[src/rtl/maze_move_ctrl.sv]
// -----------------------------------------------------------------------------
// maze_move_ctrl
//
// Sequences player movement through the generated maze. PS/2 set-2 arrow-key
// bytes are decoded into direction requests (L=0, R=1, U=2, D=3) and queued in
// a small FIFO. A three-state FSM (IDLE -> CHECK -> COOL) issues one move at a
// time. Each move is bounds-checked and checked against the maze open/wall bit
// before (curr_x, curr_y) is updated. A cooldown of SLOW_TIME cycles follows
// every issued move.
//
// Optional feature, enabled by defining MAZE_MOVE_HOLD_REPEAT_EN:
//   The decoder tracks the held arrow key and suppresses typematic repeats of
//   it. While the key is held and the FIFO is empty, the held direction is
//   re-issued automatically each time the cooldown expires.
//
// Ports:
//   clk           system clock, rising edge
//   reset         synchronous active-high reset (highest priority)
//   enable        high = accept keys and issue moves
//   load          1-cycle pulse: reload start position, flush FIFO
//   key_valid     1-cycle strobe qualifying key_code
//   key_code      PS/2 scan byte
//   maze_data     cell (x,y) is open when bit [x+16*y] = 1
//   maze_width    valid columns, 1..16
//   maze_height   valid rows, 1..16
//   start_x/y     start cell
//   goal_x/y      goal cell
//   curr_x/y      current cell
//   at_goal       registered: high while the current cell equals the goal
//   move_done     1-cycle pulse on an accepted move
//   move_blocked  1-cycle pulse on a rejected move
//   move_count    accepted moves since reset/load, saturating
//   fsm_state     debug view of the move FSM (0 IDLE, 1 CHECK, 2 COOL)
//
// Request path handshake: a direction request moves from the decoder into the
// FIFO when push_req (valid) is high and the FIFO is not full (ready). It moves
// from the FIFO into the FSM when the FIFO is non-empty (valid) and the FSM is
// IDLE, enabled and not at the goal (ready). key_valid is a bare strobe with no
// ready, so a request that meets a full FIFO or a disabled block is dropped.
// -----------------------------------------------------------------------------
module maze_move_ctrl #(
    parameter int unsigned SLOW_TIME  = 2500000,
    parameter int unsigned FIFO_DEPTH = 4,
    parameter logic [7:0]  KEY_LEFT   = 8'h6B,
    parameter logic [7:0]  KEY_RIGHT  = 8'h74,
    parameter logic [7:0]  KEY_UP     = 8'h75,
    parameter logic [7:0]  KEY_DOWN   = 8'h72
) (
    input  logic         clk,
    input  logic         reset,
    input  logic         enable,
    input  logic         load,
    input  logic         key_valid,
    input  logic [7:0]   key_code,
    input  logic [255:0] maze_data,
    input  logic [4:0]   maze_width,
    input  logic [4:0]   maze_height,
    input  logic [3:0]   start_x,
    input  logic [3:0]   start_y,
    input  logic [3:0]   goal_x,
    input  logic [3:0]   goal_y,
    output logic [3:0]   curr_x,
    output logic [3:0]   curr_y,
    output logic         at_goal,
    output logic         move_done,
    output logic         move_blocked,
    output logic [15:0]  move_count,
    output logic [1:0]   fsm_state
);

    localparam int unsigned PTR_W = (FIFO_DEPTH > 1) ? $clog2(FIFO_DEPTH) : 1;
    localparam int unsigned CNT_W = $clog2(SLOW_TIME + 1);

    localparam logic [PTR_W:0]   PTR_ONE   = (PTR_W + 1)'(1);
    localparam logic [CNT_W-1:0] CNT_ONE   = CNT_W'(1);
    localparam logic [CNT_W-1:0] COOL_LAST = CNT_W'(SLOW_TIME - 1);

    localparam logic [1:0] DIR_L = 2'd0;
    localparam logic [1:0] DIR_R = 2'd1;
    localparam logic [1:0] DIR_U = 2'd2;
    localparam logic [1:0] DIR_D = 2'd3;

    typedef enum logic [1:0] {
        S_IDLE  = 2'd0,
        S_CHECK = 2'd1,
        S_COOL  = 2'd2
    } state_t;

    state_t state_q, state_d;

    // -------------------------------------------------------------------------
    // Key decoder
    // -------------------------------------------------------------------------
    logic       ext_q, brk_q;
    logic       is_e0, is_f0;
    logic       key_match;
    logic [1:0] key_dir;
    logic       make_evt;
    logic       push_req;
    logic [1:0] push_dir;

    assign is_e0 = (key_code == 8'hE0);
    assign is_f0 = (key_code == 8'hF0);

    always_comb begin
        key_match = 1'b1;
        key_dir   = DIR_L;
        if (key_code == KEY_LEFT) begin
            key_dir = DIR_L;
        end else if (key_code == KEY_RIGHT) begin
            key_dir = DIR_R;
        end else if (key_code == KEY_UP) begin
            key_dir = DIR_U;
        end else if (key_code == KEY_DOWN) begin
            key_dir = DIR_D;
        end else begin
            key_match = 1'b0;
        end
    end

    // A completed extended make sequence (E0 <code>) for one of the arrows.
    assign make_evt = key_valid && !is_e0 && !is_f0 && ext_q && !brk_q && key_match;

    // Prefix flags are tracked even while disabled so a sequence that straddles
    // an enable edge is still framed correctly.
    always_ff @(posedge clk) begin
        if (reset || load) begin
            ext_q <= 1'b0;
            brk_q <= 1'b0;
        end else if (key_valid) begin
            if (is_e0) begin
                ext_q <= 1'b1;
            end else if (is_f0) begin
                brk_q <= 1'b1;
            end else begin
                ext_q <= 1'b0;
                brk_q <= 1'b0;
            end
        end
    end

    // -------------------------------------------------------------------------
    // Direction FIFO
    // -------------------------------------------------------------------------
    logic [1:0]     fifo_mem [FIFO_DEPTH];
    logic [PTR_W:0] wr_ptr_q, rd_ptr_q;
    logic           fifo_empty, fifo_full;
    logic           fifo_flush;
    logic           do_push;
    logic           fifo_pop;

    assign fifo_empty = (wr_ptr_q == rd_ptr_q);
    assign fifo_full  = (wr_ptr_q[PTR_W] != rd_ptr_q[PTR_W]) &&
                        (wr_ptr_q[PTR_W-1:0] == rd_ptr_q[PTR_W-1:0]);

    // Disabled or parked on the goal: nothing may be queued.
    assign fifo_flush = !enable || at_goal;
    assign do_push    = push_req && !fifo_full && !fifo_flush && !reset && !load;

    always_ff @(posedge clk) begin
        if (reset || load || fifo_flush) begin
            wr_ptr_q <= '0;
            rd_ptr_q <= '0;
        end else begin
            if (do_push) begin
                wr_ptr_q <= wr_ptr_q + PTR_ONE;
            end
            if (fifo_pop) begin
                rd_ptr_q <= rd_ptr_q + PTR_ONE;
            end
        end
    end

    always_ff @(posedge clk) begin
        if (do_push) begin
            fifo_mem[wr_ptr_q[PTR_W-1:0]] <= push_dir;
        end
    end

    // -------------------------------------------------------------------------
    // Move FSM: state register / next-state / outputs
    // -------------------------------------------------------------------------
    logic [CNT_W-1:0] cool_cnt_q;
    logic [1:0]       dir_q;
    logic             check_en;

    always_ff @(posedge clk) begin
        if (reset || load) begin
            state_q <= S_IDLE;
        end else begin
            state_q <= state_d;
        end
    end

    always_comb begin
        state_d = state_q;
        if (!enable) begin
            state_d = S_IDLE;
        end else begin
            case (state_q)
                S_IDLE: begin
                    if (!fifo_empty && !at_goal) begin
                        state_d = S_CHECK;
                    end
                end
                S_CHECK: state_d = S_COOL;
                S_COOL: begin
                    if (cool_cnt_q == COOL_LAST) begin
                        state_d = S_IDLE;
                    end
                end
                default: state_d = S_IDLE;
            endcase
        end
    end

    always_comb begin
        fifo_pop = 1'b0;
        check_en = 1'b0;
        if (enable) begin
            fifo_pop = (state_q == S_IDLE) && !fifo_empty && !at_goal;
            check_en = (state_q == S_CHECK);
        end
    end

    assign fsm_state = state_q;

    always_ff @(posedge clk) begin
        if (reset || load) begin
            cool_cnt_q <= '0;
        end else if (enable && state_q == S_COOL && cool_cnt_q != COOL_LAST) begin
            cool_cnt_q <= cool_cnt_q + CNT_ONE;
        end else begin
            cool_cnt_q <= '0;
        end
    end

    always_ff @(posedge clk) begin
        if (reset || load) begin
            dir_q <= DIR_L;
        end else if (fifo_pop) begin
            dir_q <= fifo_mem[rd_ptr_q[PTR_W-1:0]];
        end
    end

    // -------------------------------------------------------------------------
    // Push source: plain decoder, or decoder with hold/auto-repeat
    // -------------------------------------------------------------------------
`ifdef MAZE_MOVE_HOLD_REPEAT_EN
    logic       held_q;
    logic [1:0] held_dir_q;
    logic       brk_evt;
    logic       key_push;
    logic       auto_push;
    logic       cool_done;

    assign brk_evt  = key_valid && !is_e0 && !is_f0 && ext_q && brk_q && key_match;
    assign key_push = make_evt && !(held_q && (held_dir_q == key_dir));

    // The cooldown expiring is the moment to re-issue a still-held direction;
    // the same-cycle push makes the FSM see it on its first IDLE cycle.
    assign cool_done = enable && (state_q == S_COOL) && (cool_cnt_q == COOL_LAST);
    assign auto_push = held_q && fifo_empty && cool_done;

    assign push_req = key_push || auto_push;
    assign push_dir = key_push ? key_dir : held_dir_q;

    always_ff @(posedge clk) begin
        if (reset || load) begin
            held_q     <= 1'b0;
            held_dir_q <= DIR_L;
        end else if (make_evt) begin
            held_q     <= 1'b1;
            held_dir_q <= key_dir;
        end else if (brk_evt && held_q && (key_dir == held_dir_q)) begin
            held_q <= 1'b0;
        end
    end
`else
    assign push_req = make_evt;
    assign push_dir = key_dir;
`endif

    // -------------------------------------------------------------------------
    // Target cell evaluation (valid during CHECK)
    // -------------------------------------------------------------------------
    logic [4:0] x5, y5, tx5, ty5;
    logic       out_of_bounds;
    logic [7:0] cell_idx;
    logic       move_ok;

    assign x5 = {1'b0, curr_x};
    assign y5 = {1'b0, curr_y};

    // Bounds are decided in 5-bit arithmetic first; the target coordinate is
    // only meaningful (and only used to index the maze) when in bounds.
    always_comb begin
        tx5           = x5;
        ty5           = y5;
        out_of_bounds = 1'b0;
        case (dir_q)
            DIR_L: begin
                if (x5 == 5'd0) out_of_bounds = 1'b1;
                else            tx5 = x5 - 5'd1;
            end
            DIR_R: begin
                if (x5 + 5'd1 >= maze_width) out_of_bounds = 1'b1;
                else                         tx5 = x5 + 5'd1;
            end
            DIR_U: begin
                if (y5 == 5'd0) out_of_bounds = 1'b1;
                else            ty5 = y5 - 5'd1;
            end
            default: begin
                if (y5 + 5'd1 >= maze_height) out_of_bounds = 1'b1;
                else                          ty5 = y5 + 5'd1;
            end
        endcase
    end

    assign cell_idx = {ty5[3:0], tx5[3:0]};
    assign move_ok  = !out_of_bounds && maze_data[cell_idx];

    // -------------------------------------------------------------------------
    // Position, pulses, counter, goal flag
    // -------------------------------------------------------------------------
    always_ff @(posedge clk) begin
        if (reset || load) begin
            curr_x       <= start_x;
            curr_y       <= start_y;
            at_goal      <= 1'b0;
            move_done    <= 1'b0;
            move_blocked <= 1'b0;
            move_count   <= 16'd0;
        end else begin
            move_done    <= check_en && move_ok;
            move_blocked <= check_en && !move_ok;
            at_goal      <= (curr_x == goal_x) && (curr_y == goal_y);
            if (check_en && move_ok) begin
                curr_x <= tx5[3:0];
                curr_y <= ty5[3:0];
                if (move_count != 16'hFFFF) begin
                    move_count <= move_count + 16'd1;
                end
            end
        end
    end

endmodule

[config.mk]
export PLATFORM = sky130hd
export DESIGN_NAME = maze_move_ctrl
export DESIGN_NICKNAME = d
export VERILOG_FILES = /design/src/rtl/maze_move_ctrl.sv
export SDC_FILE = /design/constraint.sdc
export NUM_CORES = 1
export LEC_CHECK = 0
export ABC_AREA = 1
export BUFFER_PORTS_ARGS = -buffer_cell sky130_fd_sc_hd__clkbuf_2
export CELL_PAD_IN_SITES_DETAIL_PLACEMENT = 0
export CELL_PAD_IN_SITES_GLOBAL_PLACEMENT = 1
export CORE_MARGIN = 5
export CORE_UTILIZATION = 24
export CTS_CLUSTER_SIZE = 20
export DETAILED_ROUTE_END_ITERATION = 10
export HOLD_SLACK_MARGIN = 0.15
export PLACE_DENSITY = 0.71
export SLEW_MARGIN = 20
export SYNTH_ARGS = -nofsm -noshare
export SYNTH_HDL_FRONTEND = slang
export SYNTH_SLANG_ARGS = --single-unit
[constraint.sdc]
create_clock -name clk -period 8.5 [get_ports clk]
set_input_delay 0.425 -clock clk [delete_from_list [all_inputs] [get_ports clk]]
set_output_delay 0.425 -clock clk [all_outputs]
set_load 0.05 [all_outputs]
==> results of run 1 <==
-- worst max path at each step --
stage,start,to,slack [ns],cells after the start
floorplan,curr_x[0],curr_x[0],4.42,25
global placement,curr_x[0],curr_x[0],3.16,24
detailed placement,curr_x[0],curr_x[1],3.06,24
CTS,curr_x[0],curr_x[3],3.03,24
global route,curr_x[0],curr_x[3],2.54,24
finish,curr_x[0],curr_y[1],3.13,24
-- Yosys cell counts (3+ instances only) --
cell type	instances	area [um2]
sky130_fd_sc_hd__nor2_4	3	33.8
sky130_fd_sc_hd__o21ai_0	29	145
sky130_fd_sc_hd__a211oi_1	3	22.5
sky130_fd_sc_hd__nand2_2	3	18.8
sky130_fd_sc_hd__nor3_1	12	60.1
sky130_fd_sc_hd__o22ai_1	6	37.5
sky130_fd_sc_hd__clkbuf_1	9	33.8
sky130_fd_sc_hd__nand2_1	353	1330
sky130_fd_sc_hd__o21a_1	3	22.5
sky130_fd_sc_hd__a21oi_1	41	205
sky130_fd_sc_hd__nor2_1	55	206
sky130_fd_sc_hd__dfxtp_1	53	1060
sky130_fd_sc_hd__nand3_1	283	1420
sky130_fd_sc_hd__nor4_1	10	62.6
sky130_fd_sc_hd__nand2_4	4	45.0
sky130_fd_sc_hd__xor2_1	22	193
sky130_fd_sc_hd__buf_2	32	160
sky130_fd_sc_hd__ha_1	21	263
sky130_fd_sc_hd__buf_4	5	37.5
sky130_fd_sc_hd__inv_2	7	26.3
sky130_fd_sc_hd__inv_1	89	334
sky130_fd_sc_hd__xnor2_1	9	78.8
sky130_fd_sc_hd__edfxtp_1	16	480
sky130_fd_sc_hd__buf_6	11	124
sky130_fd_sc_hd__nand4_1	30	188
-- cells in the final DEF, fill, tap and decap left out, drive strengths merged, types with 2 or more instances in the layout --
| cell type | n |
|---|---|
| a211oi | 3 |
| a21oi | 42 |
| buf | 9 |
| clkbuf | 333 |
| clkinv | 6 |
| dfxtp | 53 |
| edfxtp | 16 |
| ha | 21 |
| inv | 97 |
| nand2 | 360 |
| nand3 | 285 |
| nand3b | 2 |
| nand4 | 31 |
| nor2 | 60 |
| nor3 | 13 |
| nor3b | 2 |
| nor4 | 10 |
| o211ai | 2 |
| o21a | 3 |
| o21ai | 30 |
| o22ai | 6 |
| or2 | 2 |
| xnor2 | 9 |
| xor2 | 22 |
-- flip-flops by register name (all words and copies together), names as in the netlist, 2 cells and up --
signal and flops:
cool_cnt_q 22, curr_x 4, curr_y 4, dir_q 2, fifo_mem 8, fsm_state 2, move_count 16, rd_ptr_q 3
wr_ptr_q 3
-- worst max-delay path, cell delays in order (launching register included) --
cell and delay (ns):
sky130_fd_sc_hd__edfxtp_1 0.55, sky130_fd_sc_hd__ha_1 0.31, sky130_fd_sc_hd__xnor2_1 0.18, sky130_fd_sc_hd__inv_1 0.07, sky130_fd_sc_hd__ha_1 0.28, sky130_fd_sc_hd__nand2_1 0.08, sky130_fd_sc_hd__nor2_1 0.04, sky130_fd_sc_hd__nand2_1 0.13
sky130_fd_sc_hd__nand4_4 0.14, sky130_fd_sc_hd__nand2_2 0.13, sky130_fd_sc_hd__nand2_2 0.08, sky130_fd_sc_hd__nand2_4 0.50, sky130_fd_sc_hd__buf_4 0.62, sky130_fd_sc_hd__nand2_1 0.15, sky130_fd_sc_hd__nand3_1 0.12, sky130_fd_sc_hd__nand3_1 0.08
sky130_fd_sc_hd__nand3_1 0.14, sky130_fd_sc_hd__nand3_1 0.11, sky130_fd_sc_hd__nand3_1 0.11, sky130_fd_sc_hd__nand3_1 0.08, sky130_fd_sc_hd__nand3_1 0.08, sky130_fd_sc_hd__nand2_1 0.08, sky130_fd_sc_hd__nor2_4 0.44, sky130_fd_sc_hd__nand2_1 0.16
sky130_fd_sc_hd__nand2_1 0.32
-- routing by layer --
| metal | part of all wire | GRT usage | up-vias | routed length, um |
|---|---|---|---|---|
| met1 | 0.39 | 0.209 | 3978 | 12100 |
| met2 | 0.50 | 0.330 | 270 | 15300 |
| met3 | 0.079 | 0.0363 | 39 | 2420 |
| met5 | 0.00069 | 0 | - | 21 |
| met4 | 0.026 | 0.0633 | 4 | 784 |
| li1 | - | - | 4397 | - |
-- cell type report --
| cell class | count | area [um2] | area share |
|---|---|---|---|
| tap | 378 | 473 | 0.0528 |
| inverter | 97 | 364 | 0.0407 |
| sequential | 69 | 1540 | 0.172 |
| timing repair buffer | 332 | 1700 | 0.190 |
| multi-input combinational | 914 | 4580 | 0.512 |
| clock buffer | 10 | 250 | 0.0280 |
| clock inverter | 6 | 35.0 | 0.00391 |
| antenna | 1 | 2.50 | 0.000280 |
-- through the flow --
step                utilization  total power (uW)  hold WS [ns]
detailed placement        0.310               951         0.449
CTS                       0.320              1310         0.376
floorplan                     -               756         0.418
global placement          0.309               945         0.432
finish                    0.320              1290         0.384
global route              0.320              1390         0.395
-- logic make-up after synthesis --
family,count (synthesis),share of synthesized area
xor gates and xnor gates,31,0.0397
buffers and inverters,155,0.107
DFF,69,0.225
AOI/OAI and AO/OA,95,0.0798
and+or+nand+nor,767,0.509
adders and majority gates,21,0.0384
-- where the power goes --
| group | total [uW] | switching (uW) | internal (uW) |
|---|---|---|---|
| Clock | 358 | 144 | 214 |
| Sequential | 350 | 9.78 | 340 |
| Combinational | 585 | 379 | 206 |
==> impl_summary.txt, run 1 <==
----------------------------------------------------
[Run status]
  Run status ... finished, final reports clean

[Cells and area]
  Area Growth Syn to Fin ... 30.9%
  Nets ... 1,739
  Ratio of cells with drive above 1 in the final layout ... 0.265
  Post-layout instance area ... approximately 9000 um2
  Final-layout fill cell count ... roughly 3,200
  Post-layout instance count excluding filler cells ... 1,807

[Clock tree]
  Number of buffers inserted by post-CTS setup repair ... 0
  Buffer type at the clock tree root ... sky130_fd_sc_hd__clkbuf_16
  Clock sink total ... 69
  Max H-tree Level ... 3
  Number of clock buffers inserted by TritonCTS ... 9
  Cells resized by post-CTS repair ... 0
  TritonCTS clock tree ... yes
  Skew-Pair Late Insertion Delay ... 0.33 ns
  CTS clock-pin slew for the worst setup and hold paths ... 0.06 ns
  Number of buffers on the longest clock path ... 2
  Hold_buf cts ... 0

[Min path]
  Type of the tightest min-delay check ... in -> reg
  Depth of the worst hold-timing path ... 3
  Hold Crit Start ... key_valid
  Endpoint of the worst hold path ... brk_q

[Floorplan]
  Core area ... 27,900 um2
  Boundary Pins ... 324
  Die span in x ... 179 um
  Number of core rows ... 61
  Vertical extent of the die ... 179 um
  Overall die area ... between 30,000 and 40,000 um2
  Effective utilization at floorplan ... 0.245

[Yosys]
  Mapped Nets ... 1,454
  Proportion of register bits with asynchronous set or reset after synthesis ... 0
  Post-synth EDFFs ... 16
  Most instantiated flip-flop cell in the synthesis netlist ... sky130_fd_sc_hd__dfxtp_1
  Synthesized area per cell ... 6.01 um2
  Mapped Cells ... 1,138
  Synth cell types ... 50
  Flop and latch count out of synthesis ... approximately 70
  Number of warnings issued by yosys ... 0
  Sequential area share after synthesis ... 0.225
  Cell area after synthesis ... 6840 um2

[Setup path]
  Worst Path Arrival ... 5.36 ns
  Destination of the worst register-to-register timing path ... curr_y[1]
  Setup crit end kind ... flop
  Worst reg2reg path depth ... 24
  Largest fanout of any net on the critical path ... 65
  Type of the worst setup path ... reg -> reg
  Startpoint of the worst register-to-register path ... curr_x[0]
  Reg-to-reg slack, setup ... 3.13 ns
  Required time worst endpoint ... about 8.5 ns
  Launching element type of the critical path ... flop

[Timing]
  Final count of negative-setup-slack endpoints ... 0
  Worst setup slack after layout ... around 3.1 ns
  Worst max-slew margin expressed relative to the limit ... 0.494
  Largest clock skew in the final design ... between 0.005 and 0.006 ns
  Final critical-path share of the clock period ... 0.632
  Highest achievable clock rate ... 186 MHz
  RSZ-0062 raised after global routing ... no
  Max Transition Viols Final ... 0
  Shortest period the worst path allows ... 5.37 ns
  Transition time at the pin with the least slew margin ... 0.759 ns
  Setup TNS ... 0 ns
  Final hold violations ... 0

[Power and ir drop]
  LEAKAGE ... 0.00438 uW
  Maximum ir drop on the vdd rail ... ~0.086 mV
  Power per cell area ... 144 nW/um2

[GRT]
  Largest net degree at the start of global routing ... 67
  GRT overflow ... 0
  Via count of the first global-routing pass ... 8,633
  First-pass GRT wire length ... 45,900 um
  Antenna violations before repair ... 3
  Global Route Usage Sum ... 0.181

[Placement]
  DP Area ... 8660 um2
  Routability cong. ... 0.853
  Placed cell count ... 1,790
  Post-Place Setup Slack ... 3.06 ns
  PortBufs ... 323
  Detailed Place HPWL ... 24,500 um

[Route]
  Residual DRC ... 0
  Average wire length per cell after detail routing ... approximately 17 um
  Total Routed Length ... 30,600 um
  Iter 0 DRT Violations ... 426
  Post-DR vias/cell ... 4.81
  Total via count after detailed routing ... 8,688
  Total iterations of the first detailed-routing run ... 5
  Post-detailed-route count of antenna-violating nets ... 0

[Flow run]
  Max Cap Violations ... 0

----------------------------------------------------
(Power assumes the default switching activity.)
==> run 2: changes to the inputs <==
Settings changed: PLACE_DENSITY 0.71 to 0.73.
Clock period 8.5 ns to 4.8 ns, I/O delays scaled along.
==> run 2 against run 1 <==
Worst setup slack got worse by 2.8 ns. Largest power group unchanged. Hold slack got worse by 0.19 ns. Highest routed layer unchanged. Critical path depth up 2. First-iteration DRC count up 6.8%. Design area increased by 2.4%. Total power up 83%.
==> impl_summary.txt, run 2 (synthesized netlist as in run 1, its figures left out) <==
----------------------------------------------------
[Floorplan]
  Number of core rows ... 61
  Vertical extent of the die ... between 150 and 200 um
  Effective utilization at floorplan ... 0.245
  Boundary Pins ... approximately 320
  Die span in x ... 179 um
  Core area ... 27,900 um2
  Overall die area ... 32,000 um2

[Placement]
  Routability cong. ... 0.844
  DP Area ... just under 9000 um2
  PortBufs ... 323
  Detailed Place HPWL ... approximately 25,000 um

[GRT]
  Global Route Usage Sum ... 0.182
  Antenna violations before repair ... 3
  Largest net degree at the start of global routing ... 65
  Via count of the first global-routing pass ... 8,572
  First-pass GRT wire length ... 46,200 um
  GRT overflow ... 0

[Clock tree]
  Cells resized by post-CTS repair ... 0
  CTS clock-pin slew for the worst setup and hold paths ... around 0.060 ns
  Buffer type at the clock tree root ... sky130_fd_sc_hd__clkbuf_16
  Number of buffers on the longest clock path ... 2
  Max H-tree Level ... 3
  Clock sink total ... 69
  Skew-Pair Late Insertion Delay ... 0.33 ns
  TritonCTS clock tree ... yes
  Hold_buf cts ... 0
  Number of buffers inserted by post-CTS setup repair ... 0
  Number of clock buffers inserted by TritonCTS ... 9

[Cells and area]
  Area used by sequential logic in the layout ... 1540 um2
  Ratio of cells with drive above 1 in the final layout ... 0.274
  Final-layout fill cell count ... 3,245
  Utilization after layout ... 0.328
  Largest register by flop count ... cool_cnt_q
  Total area of multi-input combinational cells ... 4580 um2
  Post-layout instance area ... approximately 9000 um2
  Most common cell after layout, fill and taps aside ... sky130_fd_sc_hd__nand2_1
  Flip-flop count of the largest register, all copies and words added ... 22
  Most used cells in the layout excluding fill and tap cells ... 353 x sky130_fd_sc_hd__nand2_1, 323 x sky130_fd_sc_hd__clkbuf_2, 282 x sky130_fd_sc_hd__nand3_1
  Area Growth Syn to Fin ... 34.1%
  Nets ... between 1,500 and 2,000

[Power and ir drop]
  LEAKAGE ... 0.00450 uW
  Total power ... about 2400 uW
  Maximum ir drop on the vdd rail ... 0.153 mV
  Power per cell area ... about 260 nW/um2

[Timing]
  Setup TNS ... 0 ns
  Transition time at the pin with the least slew margin ... roughly 0.63 ns
  Worst max-slew margin expressed relative to the limit ... 0.580
  Highest achievable clock rate ... 224 MHz
  Max Transition Viols Final ... 0
  RSZ-0062 raised after global routing ... no
  Final count of negative-setup-slack endpoints ... 0
  Largest clock skew in the final design ... 0.00643 ns
  Final hold violations ... 0
  Worst Hold Slack ... 0.193 ns
  Final critical-path share of the clock period ... 0.928
  Shortest period the worst path allows ... 4.46 ns

[Setup path]
  End point of the critical path ... move_count[5]
  Launching element type of the critical path ... flop
  Largest fanout of any net on the critical path ... 64
  Critical path origin ... curr_x[0]
  Destination of the worst register-to-register timing path ... move_count[5]
  Worst Path Arrival ... 4.65 ns
  Type of the worst setup path ... reg -> reg
  Worst reg2reg path depth ... 26
  Setup crit end kind ... flop
  Reg-to-reg slack, setup ... 0.34 ns
  Required time worst endpoint ... 4.99 ns
  Startpoint of the worst register-to-register path ... curr_x[0]

[Route]
  Post-detailed-route count of antenna-violating nets ... 0
  Residual DRC ... 0
  Total via count after detailed routing ... 8,689
  Post-DR vias/cell ... 4.76
  Average wire length per cell after detail routing ... 16.9 um
  Iter 0 DRT Violations ... 455
  Total Routed Length ... 30,800 um
  Total iterations of the first detailed-routing run ... 7

[Run status]
  Run status ... finished, final reports clean

[Min path]
  Type of the tightest min-delay check ... in -> reg

[Flow run]
  Max Cap Violations ... 0

----------------------------------------------------
[run 2: changes by cell type in the layout (fill, tap and decap cells not counted)]
cell                        previous run  this run
sky130_fd_sc_hd__buf_12                0         6
sky130_fd_sc_hd__buf_16                1         0
sky130_fd_sc_hd__buf_4                 8        22
sky130_fd_sc_hd__clkbuf_1              0         1
sky130_fd_sc_hd__clkbuf_16            10        11
sky130_fd_sc_hd__clkinv_2              4         2
sky130_fd_sc_hd__clkinv_4              1         0
sky130_fd_sc_hd__diode_2               1         2
sky130_fd_sc_hd__inv_6                 0         1
[run 2: metrics by stage]
step | instances | worst slack [ns]
CTS | 1825 | 0.299
detailed placement | 1809 | 0.322
global route | 1827 | 0.00107
floorplan | 1138 | 0.717
finish | 1827 | 0.343
global placement | 1809 | 0.406
[run 2: worst max-delay path: stages (launching register included)]
cell and delay (ns):
sky130_fd_sc_hd__edfxtp_1 0.50, sky130_fd_sc_hd__ha_1 0.28, sky130_fd_sc_hd__xnor2_1 0.21, sky130_fd_sc_hd__inv_1 0.07, sky130_fd_sc_hd__ha_1 0.29, sky130_fd_sc_hd__nand2_1 0.06, sky130_fd_sc_hd__nor2_1 0.08, sky130_fd_sc_hd__nand2_1 0.13
sky130_fd_sc_hd__nand4_4 0.12, sky130_fd_sc_hd__nand3_2 0.18, sky130_fd_sc_hd__nand2_4 0.27, sky130_fd_sc_hd__buf_12 0.29, sky130_fd_sc_hd__buf_4 0.18, sky130_fd_sc_hd__nand2_1 0.04, sky130_fd_sc_hd__nand3_1 0.06, sky130_fd_sc_hd__nand3_1 0.20
sky130_fd_sc_hd__nand3_1 0.13, sky130_fd_sc_hd__nand3_1 0.07, sky130_fd_sc_hd__nand3_1 0.11, sky130_fd_sc_hd__nand2_1 0.07, sky130_fd_sc_hd__nor2_1 0.12, sky130_fd_sc_hd__nor2_2 0.07, sky130_fd_sc_hd__nor2_4 0.12, sky130_fd_sc_hd__buf_4 0.25
sky130_fd_sc_hd__nand3_4 0.22, sky130_fd_sc_hd__nand2_1 0.11, sky130_fd_sc_hd__a21oi_1 0.06
[run 2: layout make-up]
class	count	share of cell area
Sequential cell	69	0.168
Timing Repair Buffer	351	0.207
Clock buffer	12	0.0304
Multi-Input combinational cell	914	0.500
Inverter	97	0.0397
Antenna cell	2	0.000546
Tap cell	378	0.0516
Clock inverter	4	0.00273
[run 2: metal layers]
metal	track usage	wire [um]	vias up	part of all wire
li1	-	-	4420	-
met1	0.215	12300	3956	0.40
met2	0.328	15300	275	0.50
met3	0.0371	2510	36	0.082
met4	0.0547	697	2	0.023
met5	0	13	-	0.00042
[run 2: report_power, final]
group | leakage [uW] | internal [uW] | switching [uW]
Combinational | 0.00377 | 408 | 672
Sequential | 0.000576 | 603 | 14.3
Clock | 0.000154 | 413 | 251
Total | 0.00450 | 1420 | 938
[run 2: worst min path at each step]
stage,startpoint,endpoint,slack [ns],cells after the start
after floorplan,key_valid,brk_q,0.40,2
after global placement,cool_cnt_q[0],cool_cnt_q[0],0.43,1
after detailed placement,cool_cnt_q[0],cool_cnt_q[0],0.44,1
after CTS,key_valid,brk_q,0.19,3
after global routing,start_y[2],curr_y[2],0.21,3
final,key_valid,ext_q,0.19,3
